## src/rtl/bike_pkg.sv

```systemverilog
// Shared definitions for the bike computer wheel-size editor: FSM state
// encoding, BCD digit type, accepted circumference window, default blink
// half-period and a BCD conversion helper for reset constants.
package bike_pkg;

  typedef enum logic [1:0] {
    IDLE    = 2'd0,
    EDIT    = 2'd1,
    CONVERT = 2'd2
  } state_t;

  typedef logic [3:0] bcd_t;

  // Plausible circumference window in mm (used when the limit check is built in)
  localparam int WHEEL_MIN          = 1000;
  localparam int WHEEL_MAX          = 3000;
  // 200 ms at a 12.8 kHz system clock
  localparam int BLINK_HALF_DEFAULT = 2560;

  // Split a 0..9999 value into four packed BCD digits, thousands in [15:12].
  function automatic logic [15:0] to_bcd4(input int v);
    logic [15:0] r;
    r[15:12] = 4'((v / 1000) % 10);
    r[11:8]  = 4'((v / 100) % 10);
    r[7:4]   = 4'((v / 10) % 10);
    r[3:0]   = 4'(v % 10);
    return r;
  endfunction

endpackage

```

## src/rtl/wheelsize_editor_bcd2bin.sv

```systemverilog
// bcd2bin: four-digit BCD to binary converter, one multiply-add per cycle,
// thousands digit first. A start pulse begins a conversion; done is high in
// the fourth cycle together with the final value. The digit input is read
// live, so it must stay stable while the conversion runs.
module bcd2bin
  import bike_pkg::*;
(
  input  logic        Clock,
  input  logic        nReset,
  input  logic        start,
  input  logic [15:0] digits,
  output logic        done,
  output logic [13:0] value
);

  logic        busy_reg;
  logic [1:0]  idx_reg;
  logic [13:0] acc_reg;
  bcd_t        cur_digit;
  logic [13:0] step;

  // Select the digit for this step: idx 0 is thousands, 3 is units
  always_comb begin
    cur_digit = 4'd0;
    case (idx_reg)
      2'd0: cur_digit = digits[15:12];
      2'd1: cur_digit = digits[11:8];
      2'd2: cur_digit = digits[7:4];
      2'd3: cur_digit = digits[3:0];
      default: cur_digit = 4'd0;
    endcase
  end

  // acc never exceeds 999 before the last step, so 14 bits cannot overflow
  assign step  = (acc_reg * 14'd10) + {10'd0, cur_digit};
  assign done  = busy_reg && (idx_reg == 2'd3);
  assign value = step;

  // Step counter and accumulator
  always_ff @(posedge Clock or negedge nReset) begin
    if (!nReset) begin
      busy_reg <= 1'b0;
      idx_reg  <= 2'd0;
      acc_reg  <= 14'd0;
    end else if (start) begin
      busy_reg <= 1'b1;
      idx_reg  <= 2'd0;
      acc_reg  <= 14'd0;
    end else if (busy_reg) begin
      acc_reg <= step;
      idx_reg <= idx_reg + 2'd1;
      if (idx_reg == 2'd3)
        busy_reg <= 1'b0;
    end
  end

endmodule

```

## src/rtl/wheelsize_editor.sv

```systemverilog
// wheelsize_editor: four-digit BCD wheel circumference editor driven by two
// push-button pulses, with cursor blink and BCD-to-binary commit.
// Build option: define WHEEL_LIMIT_EN to reject circumferences outside
// WHEEL_MIN..WHEEL_MAX (wheel_err pulses instead of wheel_valid).
module wheelsize_editor
  import bike_pkg::*;
#(
  parameter int DEFAULT_WHEEL = 2136,
  parameter int BLINK_HALF    = BLINK_HALF_DEFAULT
) (
  input  logic        Clock,
  input  logic        nReset,
  input  logic        wheelsize_menu,
  input  logic        wheelsize_digit_change,
  input  logic        wheelsize_value_change,
  output logic [15:0] edit_digits,
  output logic [1:0]  cursor,
  output logic        blink,
  output logic [13:0] wheel_circ,
  output logic        wheel_valid,
  output logic        wheel_err
);

  localparam logic [15:0]       DEFAULT_BCD  = to_bcd4(DEFAULT_WHEEL);
  localparam logic [13:0]       DEFAULT_CIRC = 14'(DEFAULT_WHEEL);
  localparam int                CNT_W        = $clog2(BLINK_HALF + 1);
  localparam logic [CNT_W-1:0]  CNT_LAST     = CNT_W'(BLINK_HALF - 1);

  state_t            state_reg, state_next;
  logic [15:0]       buf_reg, buf_upd, committed_reg;
  logic [1:0]        cursor_reg;
  logic              blink_reg;
  logic [CNT_W-1:0]  blink_cnt_reg;
  logic [13:0]       circ_reg;
  logic              valid_reg;
  logic              edit_active, load_buf, conv_start, commit, show_buf, any_pulse;
  logic              conv_done;
  logic [13:0]       conv_value;

  // State register
  always_ff @(posedge Clock or negedge nReset) begin
    if (!nReset) state_reg <= IDLE;
    else         state_reg <= state_next;
  end

  // Next-state logic; menu changes during CONVERT wait until IDLE
  always_comb begin
    state_next = state_reg;
    case (state_reg)
      IDLE:    if (wheelsize_menu)  state_next = EDIT;
      EDIT:    if (!wheelsize_menu) state_next = CONVERT;
      CONVERT: if (conv_done)       state_next = IDLE;
      default: state_next = IDLE;
    endcase
  end

  // State-decoded controls
  always_comb begin
    edit_active = 1'b0;
    load_buf    = 1'b0;
    conv_start  = 1'b0;
    commit      = 1'b0;
    show_buf    = 1'b0;
    case (state_reg)
      IDLE:    load_buf = wheelsize_menu;
      EDIT: begin
        edit_active = 1'b1;
        conv_start  = !wheelsize_menu;
        show_buf    = 1'b1;
      end
      CONVERT: begin
        commit   = conv_done;
        show_buf = 1'b1;
      end
      default: ;
    endcase
  end

  assign any_pulse = wheelsize_digit_change || wheelsize_value_change;

  // Per-digit increment with 9 -> 0 wrap; cursor 0 addresses digit 3 (thousands)
  generate
    for (genvar gi = 0; gi < 4; gi++) begin : g_digit
      bcd_t d;
      logic hit;
      assign d   = buf_reg[gi*4 +: 4];
      assign hit = edit_active && wheelsize_value_change && (cursor_reg == 2'(3 - gi));
      assign buf_upd[gi*4 +: 4] = hit ? ((d == 4'd9) ? 4'd0 : d + 4'd1) : d;
    end
  endgenerate

  // Edit buffer and cursor: increment uses the old cursor, then cursor advances
  always_ff @(posedge Clock or negedge nReset) begin
    if (!nReset) begin
      buf_reg    <= DEFAULT_BCD;
      cursor_reg <= 2'd0;
    end else if (load_buf) begin
      buf_reg    <= committed_reg;
      cursor_reg <= 2'd0;
    end else if (edit_active) begin
      buf_reg <= buf_upd;
      if (wheelsize_digit_change)
        cursor_reg <= cursor_reg + 2'd1;
    end
  end

  // Cursor blink: runs only while editing; a pulse restarts it with the digit shown
  always_ff @(posedge Clock or negedge nReset) begin
    if (!nReset) begin
      blink_reg     <= 1'b0;
      blink_cnt_reg <= '0;
    end else if (load_buf) begin
      blink_reg     <= 1'b1;
      blink_cnt_reg <= '0;
    end else if (edit_active && wheelsize_menu) begin
      if (any_pulse) begin
        blink_reg     <= 1'b1;
        blink_cnt_reg <= '0;
      end else if (blink_cnt_reg == CNT_LAST) begin
        blink_reg     <= ~blink_reg;
        blink_cnt_reg <= '0;
      end else begin
        blink_cnt_reg <= blink_cnt_reg + 1'b1;
      end
    end else begin
      blink_reg     <= 1'b0;
      blink_cnt_reg <= '0;
    end
  end

  bcd2bin u_conv (
    .Clock  (Clock),
    .nReset (nReset),
    .start  (conv_start),
    .digits (buf_reg),
    .done   (conv_done),
    .value  (conv_value)
  );

`ifdef WHEEL_LIMIT_EN
  logic err_reg;

  // Commit in-range results; out-of-range ones leave the stored value alone
  always_ff @(posedge Clock or negedge nReset) begin
    if (!nReset) begin
      circ_reg      <= DEFAULT_CIRC;
      committed_reg <= DEFAULT_BCD;
      valid_reg     <= 1'b0;
      err_reg       <= 1'b0;
    end else begin
      valid_reg <= 1'b0;
      err_reg   <= 1'b0;
      if (commit) begin
        if ((conv_value < 14'(WHEEL_MIN)) || (conv_value > 14'(WHEEL_MAX))) begin
          err_reg <= 1'b1;
        end else begin
          circ_reg      <= conv_value;
          committed_reg <= buf_reg;
          valid_reg     <= 1'b1;
        end
      end
    end
  end

  assign wheel_err = err_reg;
`else
  // Commit every converted result
  always_ff @(posedge Clock or negedge nReset) begin
    if (!nReset) begin
      circ_reg      <= DEFAULT_CIRC;
      committed_reg <= DEFAULT_BCD;
      valid_reg     <= 1'b0;
    end else begin
      valid_reg <= 1'b0;
      if (commit) begin
        circ_reg      <= conv_value;
        committed_reg <= buf_reg;
        valid_reg     <= 1'b1;
      end
    end
  end

  assign wheel_err = 1'b0;
`endif

  assign edit_digits = show_buf ? buf_reg : committed_reg;
  assign cursor      = cursor_reg;
  assign blink       = blink_reg;
  assign wheel_circ  = circ_reg;
  assign wheel_valid = valid_reg;

endmodule

```

## config.mk

```make
export PLATFORM = sky130hd
export DESIGN_NAME = wheelsize_editor
export DESIGN_NICKNAME = d
export VERILOG_FILES = /design/src/rtl/bike_pkg.sv /design/src/rtl/wheelsize_editor_bcd2bin.sv /design/src/rtl/wheelsize_editor.sv
export SDC_FILE = /design/constraint.sdc
export NUM_CORES = 1
export LEC_CHECK = 0
export CORE_MARGIN = 2
export CORE_UTILIZATION = 58
export CTS_CLUSTER_SIZE = 20
export DETAILED_ROUTE_END_ITERATION = 8
export PLACE_DENSITY = 0.82
export SLEW_MARGIN = 15
export SYNTH_ARGS = -nofsm -noshare
export SYNTH_HDL_FRONTEND = slang
export SYNTH_SLANG_ARGS = --single-unit
```

## constraint.sdc

```tcl
create_clock -name Clock -period 4.15 [get_ports Clock]
set_clock_uncertainty 0.2 [all_clocks]
set_input_delay 0.83 -clock Clock [delete_from_list [all_inputs] [get_ports Clock]]
set_output_delay 0.83 -clock Clock [all_outputs]
set_load 0.05 [all_outputs]
```

# Word-level counts from Yosys, hierarchy flattened
# Cells that the tools add are included.
[totals]
output_inout_bits = 35
ff_bits = 81
in_bits = 5
elab_cells = 107
[op_classes]
reduce_logical = 26
multipliers = 1
eq_ne = 17
bitwise_logic = 1
muxes = 40
addsub = 8
[op_table]
columns = ["op", "count"]
rows = [
  ["12-bit two-way mux", 4],
  ["16-bit two-way mux", 3],
  ["4-bit two-way mux", 8],
  ["14-bit two-way mux", 2],
  ["4-bit by 1-bit adder with 4-bit output, second input constant", 4],
  ["4-bit equality test, second input constant", 4],
  ["2-bit two-way mux", 8],
  ["4-bit case mux with 4 select lines", 1],
  ["14-bit by 4-bit adder with 14-bit output", 1],
  ["14-bit by 3-bit multiplier with 13-bit output, second input constant", 1],
  ["2-bit nonzero test", 7],
  ["1-bit two-way mux", 13],
  ["12-bit by 1-bit adder with 12-bit output, second input constant", 1],
  ["12-bit equality test, second input constant", 1],
  ["2-bit equality test, second input constant", 5],
  ["2-bit AND reduction", 5],
  ["1-bit logical AND", 7],
  ["2-bit by 1-bit equality test with 1-bit output, second input constant", 3],
  ["2-bit logical NOT", 3],
  ["2-bit != test, second input constant", 3],
  ["2-bit case mux with 3 select lines", 1],
  ["2-bit by 1-bit adder with 2-bit output, second input constant", 2],
  ["4-bit by 3-bit != test with 1-bit output, second input constant", 1],
  ["3-bit AND reduction", 1],
  ["other kinds (4)", 4],
]

# Depth between registers and ports, before layout
[depth]
depth_word = 7
ltp_mapped = 12
depth_no_buf = 12

# By module
# From an unflattened synthesis, not the netlist that was laid out.
[hier_totals]
cells_unflattened = 451
area_unflattened_um2 = 4785.8
[by_module_without_submodules]
columns = ["mod", "seq_area_each_um2", "instances", "area_per_inst_um2", "cells_each"]
rows = [
  ["wheelsize_editor", 1621.6, 1, 3161.8, 278],
  ["bcd2bin", 400.4, 1, 1624.1, 173],
]

# Least setup slack after synthesis
# No wires, ideal clock.
[synth_path]
path_type = "register to register"
start = "reg u_conv.acc_reg[1]"
end = "reg circ_reg[13], in the netlist wheel_circ[13]"
path_slack_ns = 1.168
path_buffers = 0
setup_ns = 0.077
stages_incl_launch_ff = 11
t_required_ns = 3.873
t_arrival_ns = 2.706
period_less_slack_ns = 2.982
path_cell_list = "dfrtp_1 ha_1 ha_1 fa_1 a211oi_2 nor2_1 xor2_1 nand4_1 and4bb_1 xnor3_1 o21ai_1"
[synth_via]
elab_chain_cells = 2
[synth_rtl]
columns = ["element", "line", "text"]
rows = [
  ["from (decl)", "wheelsize_editor_bcd2bin.sv:18", "logic [13:0] acc_reg;"],
  ["from (signal assigned)", "wheelsize_editor_bcd2bin.sv:50", "acc_reg <= step;"],
  ["14-bit by 3-bit multiplier with 13-bit output", "wheelsize_editor_bcd2bin.sv:35", "assign step = (acc_reg * 14'd10) + {10'd0, cur_digit};"],
  ["14-bit by 4-bit adder with 14-bit output", "wheelsize_editor_bcd2bin.sv:35", ""],
  ["to (signal assigned)", "wheelsize_editor.sv:176", "circ_reg <= conv_value;"],
  ["to (decl)", "wheelsize_editor.sv:34", "logic [13:0] circ_reg;"],
]
# No other way between the ends.
# A chain may end at the register's enable or synchronous reset.

# Worst setup path in the final report
[layout_path]
start = "reg state_reg[0]"
end = "out edit_digits[12]"
[layout_via]
elab_chain_cells = 4
word_cells_on_any_way = 5
classes_between = "eq/ne: 2; mux: 2; reduce/logical: 1"
[layout_rtl]
columns = ["element", "line", "text"]
rows = [
  ["from (decl)", "wheelsize_editor.sv:29", "state_t state_reg, state_next;"],
  ["from (signal assigned)", "wheelsize_editor.sv:43", "else state_reg <= state_next;"],
  ["2-bit equality test / 2-bit by 1-bit equality test with 1-bit output (equally long branches)", "wheelsize_editor.sv:64", "case (state_reg)"],
  ["2-bit OR reduction (no source line) (*)", "n/a", ""],
  ["1-bit two-way mux (*)", "wheelsize_editor.sv:64", ""],
  ["16-bit two-way mux (*)", "wheelsize_editor.sv:186", "assign edit_digits = show_buf ? buf_reg : committed_reg;"],
  ["to (decl)", "wheelsize_editor.sv:16", "output logic [15:0] edit_digits,"],
]
# Every way passes the cells marked *; elsewhere a longest branch is shown, timed or not.

==> impl_metrics.ini <==
[logic_synthesis]
yosysSeqAreaShare = 0.434
synth-simple-area-share = 0.147
ys_warn_count = 0
yosysUniqueCellTypes = 49
synth_xor_area_frac = 0.0726
netlist_area_um2 = 4650
synth_fa_ha_area_frac = 0.103
synth_nets = 506
synth_mux_area_frac = 0.102
async_reset_ff_frac = 1.00
synth_top_family_by_area = simple AND/OR/NAND/NOR gates
synth_compound_area_frac = 0.111
synth_ff_type = dfrtp_1
syn_area_per_cell_um2 = 10.0
synth_seq_cells = 80
synth_edf_count = 0
syn_inst = 464

[timing]
max_slew_margin = 0.327
fmax_mhz = 271
maxSlewViolCount = 0
period_needed_ns = 3.69
fin_tns_setup_ns = 0
finalHoldViolations = 0
holdWs_ns = 0.258
tightest_slew_ns = 1.01
rsz0062_at_grt = no
period_share = 0.888
finalSetupViolations = 0

[global_routing]
grt_usage = 0.235
antenna_found_initial = 0
first_global_vias = 3519
grt_pass1_wl_um = 16300
gr-total-overflow = 0
grt_start_max_net_pins = 81

[drt]
drtAntennaViolNets = 0
remaining_drc_errors = 0
routedLengthMet1_um = 4220
dr.first_iter.drc_count = 160
first_pass_iters = 5
route.met3.wl_um = 332
highest_layer = met4
wirelength_um = 9320
met2_length_um = 4560
vias = 3515
wl_per_cell_um = 15.4
viasPerCell = 5.82

[cts]
root_buffer = clkbuf_8
clk_pin_slew_worst_paths_ns = 0.09
cts_sinks = 80
htree_levels = 3
cts_made_buffers = 9
post_cts_buffers = 0
cts-resized-gates = 0
cts_tree = yes
clock_path_buffers = 2
cts_hold_buf = 0
worstSkewPairLatency_ns = 0.36

[critical_path]
cp-end-kind = output port
cpPeakStageDelay_ns = 0.74
cp_max_fo = 16
r2r.worst_path.cells = 12
arrival_ns = 2.66
cp-start-kind = register
crit_type = register to output port
r2r_slack_ns = 0.82
cpMaxStageDelayCell = ha_1
reg2reg_from = u_conv.idx_reg[0]
crit_chain = inv_1 > ha_1 > mux2_2 > clkdlybuf4s50_1
reg2reg_to = wheel_circ[9]
required_ns = 3.12

[floorplan]
die_height_um = 93.6
core_area_um2 = 7770
initial_utilization = 0.599
rows = 32
io_pins = 40
die_x_um = 93.6
die_area_um2 = 8760

[place]
dp_hpwl_um = 6590
port_buffers = 38
gp_congestion = 0.886
dp_cells = 588

[cells_and_area]
final_layout_size_suffix_gt1_frac = 0.139
layout.nets = 539
num-fill-cells = 596
layout_common_cells = dfrtp_1 (64), nor2_1 (53), nand2_1 (50), clkdlybuf4s50_1 (37), ha_1 (35)
n_antenna_cell = 0
final_util = 0.684
final_common_cell = dfrtp_1
instances_no_fill = 604
area_growth_pct = 14.1

[job]
drv_cap = 0

[hold_path]
min_from = wheel_circ[6]
whs_endpoint = wheel_circ[6]
min-delay-path-class = register to register
min_delay_path_depth = 2

[status]
status = completed
==> worst max-delay path: cells and delay by family, from the launching register on <==
kind,cells,cell delay [ns]
DFF,1,0.35
buffers and inverters,2,0.78
adders and majority gates,1,0.74
muxes,1,0.42
==> stage by stage <==
| step | setup slack, ns | cell area (um^2) |
|---|---|---|
| final | 0.464 | 5310 |
| after global routing | 0.329 | 5310 |
| after CTS | 0.445 | 5310 |
| after detailed placement | 0.832 | 5110 |
| after global placement | 0.924 | 5110 |
| after floorplan | 1.17 | 4650 |
==> cell usage after synthesis, types with 3 or more instances <==
library cell	number	area, um^2
xor2_1	16	140
dfstp_2	16	420
o21ai_1	4	20.0
and2_1	3	18.8
a211oi_1	4	30.0
mux2_2	28	315
ha_1	35	438
nor2b_1	7	43.8
nand2_1	50	188
a21oi_1	16	80.1
clkbuf_1	15	56.3
a31oi_1	10	62.6
a222oi_1	4	40.0
nand4_1	8	50.1
dfrtp_1	64	1600
xnor2_1	20	175
inv_1	17	63.8
o21ai_0	25	125
mux2i_1	16	160
a211o_1	4	35.0
a21o_1	3	22.5
nor2_1	53	199
nand3_1	14	70.1
==> area by class of cell <==
type                       count  area, um^2  area share
sequential                    80        2020       0.381
multi-input combinational    348        2490       0.469
tap                          102         128      0.0240
timing repair buffer          41         400      0.0754
inverter                      17        63.8      0.0120
clock inverter                 5        63.8      0.0120
clock buffer                  11         141      0.0266
==> kinds of logic (layout without fill, tap and decap cells) <==
kind of cell	count (synthesis)	count (layout)
xor gates and xnor gates	37	37
AOI/OAI and AO/OA	81	81
adders and majority gates	37	37
other	1	1
and+or+nand+nor	148	148
DFF	80	80
muxes	44	44
buffers and inverters	36	74
==> worst max-delay path by stage <==
stage | start | slack, ns | cells past startpoint | endpoint
2_1_floorplan | u_conv.acc_reg[1] | 1.17 | 10 | wheel_circ[13]
3_3_place_gp | state_reg[0] | 0.92 | 4 | edit_digits[0]
3_5_place_dp | state_reg[1] | 0.83 | 4 | edit_digits[13]
4_1_cts | state_reg[1] | 0.44 | 4 | edit_digits[13]
5_1_grt | state_reg[0] | 0.33 | 4 | edit_digits[4]
6_report | state_reg[0] | 0.46 | 4 | edit_digits[12]
==> per-layer routing <==
layer | GRT usage | up-vias
met5 | 0 | -
met3 | 0.0435 | 21
met2 | 0.386 | 84
met4 | 0.0894 | 0
met1 | 0.312 | 1728
li1 | - | 1682
Power is not shown: default switching activity piles up to over one toggle a cycle in this logic, so the estimate is an artifact.
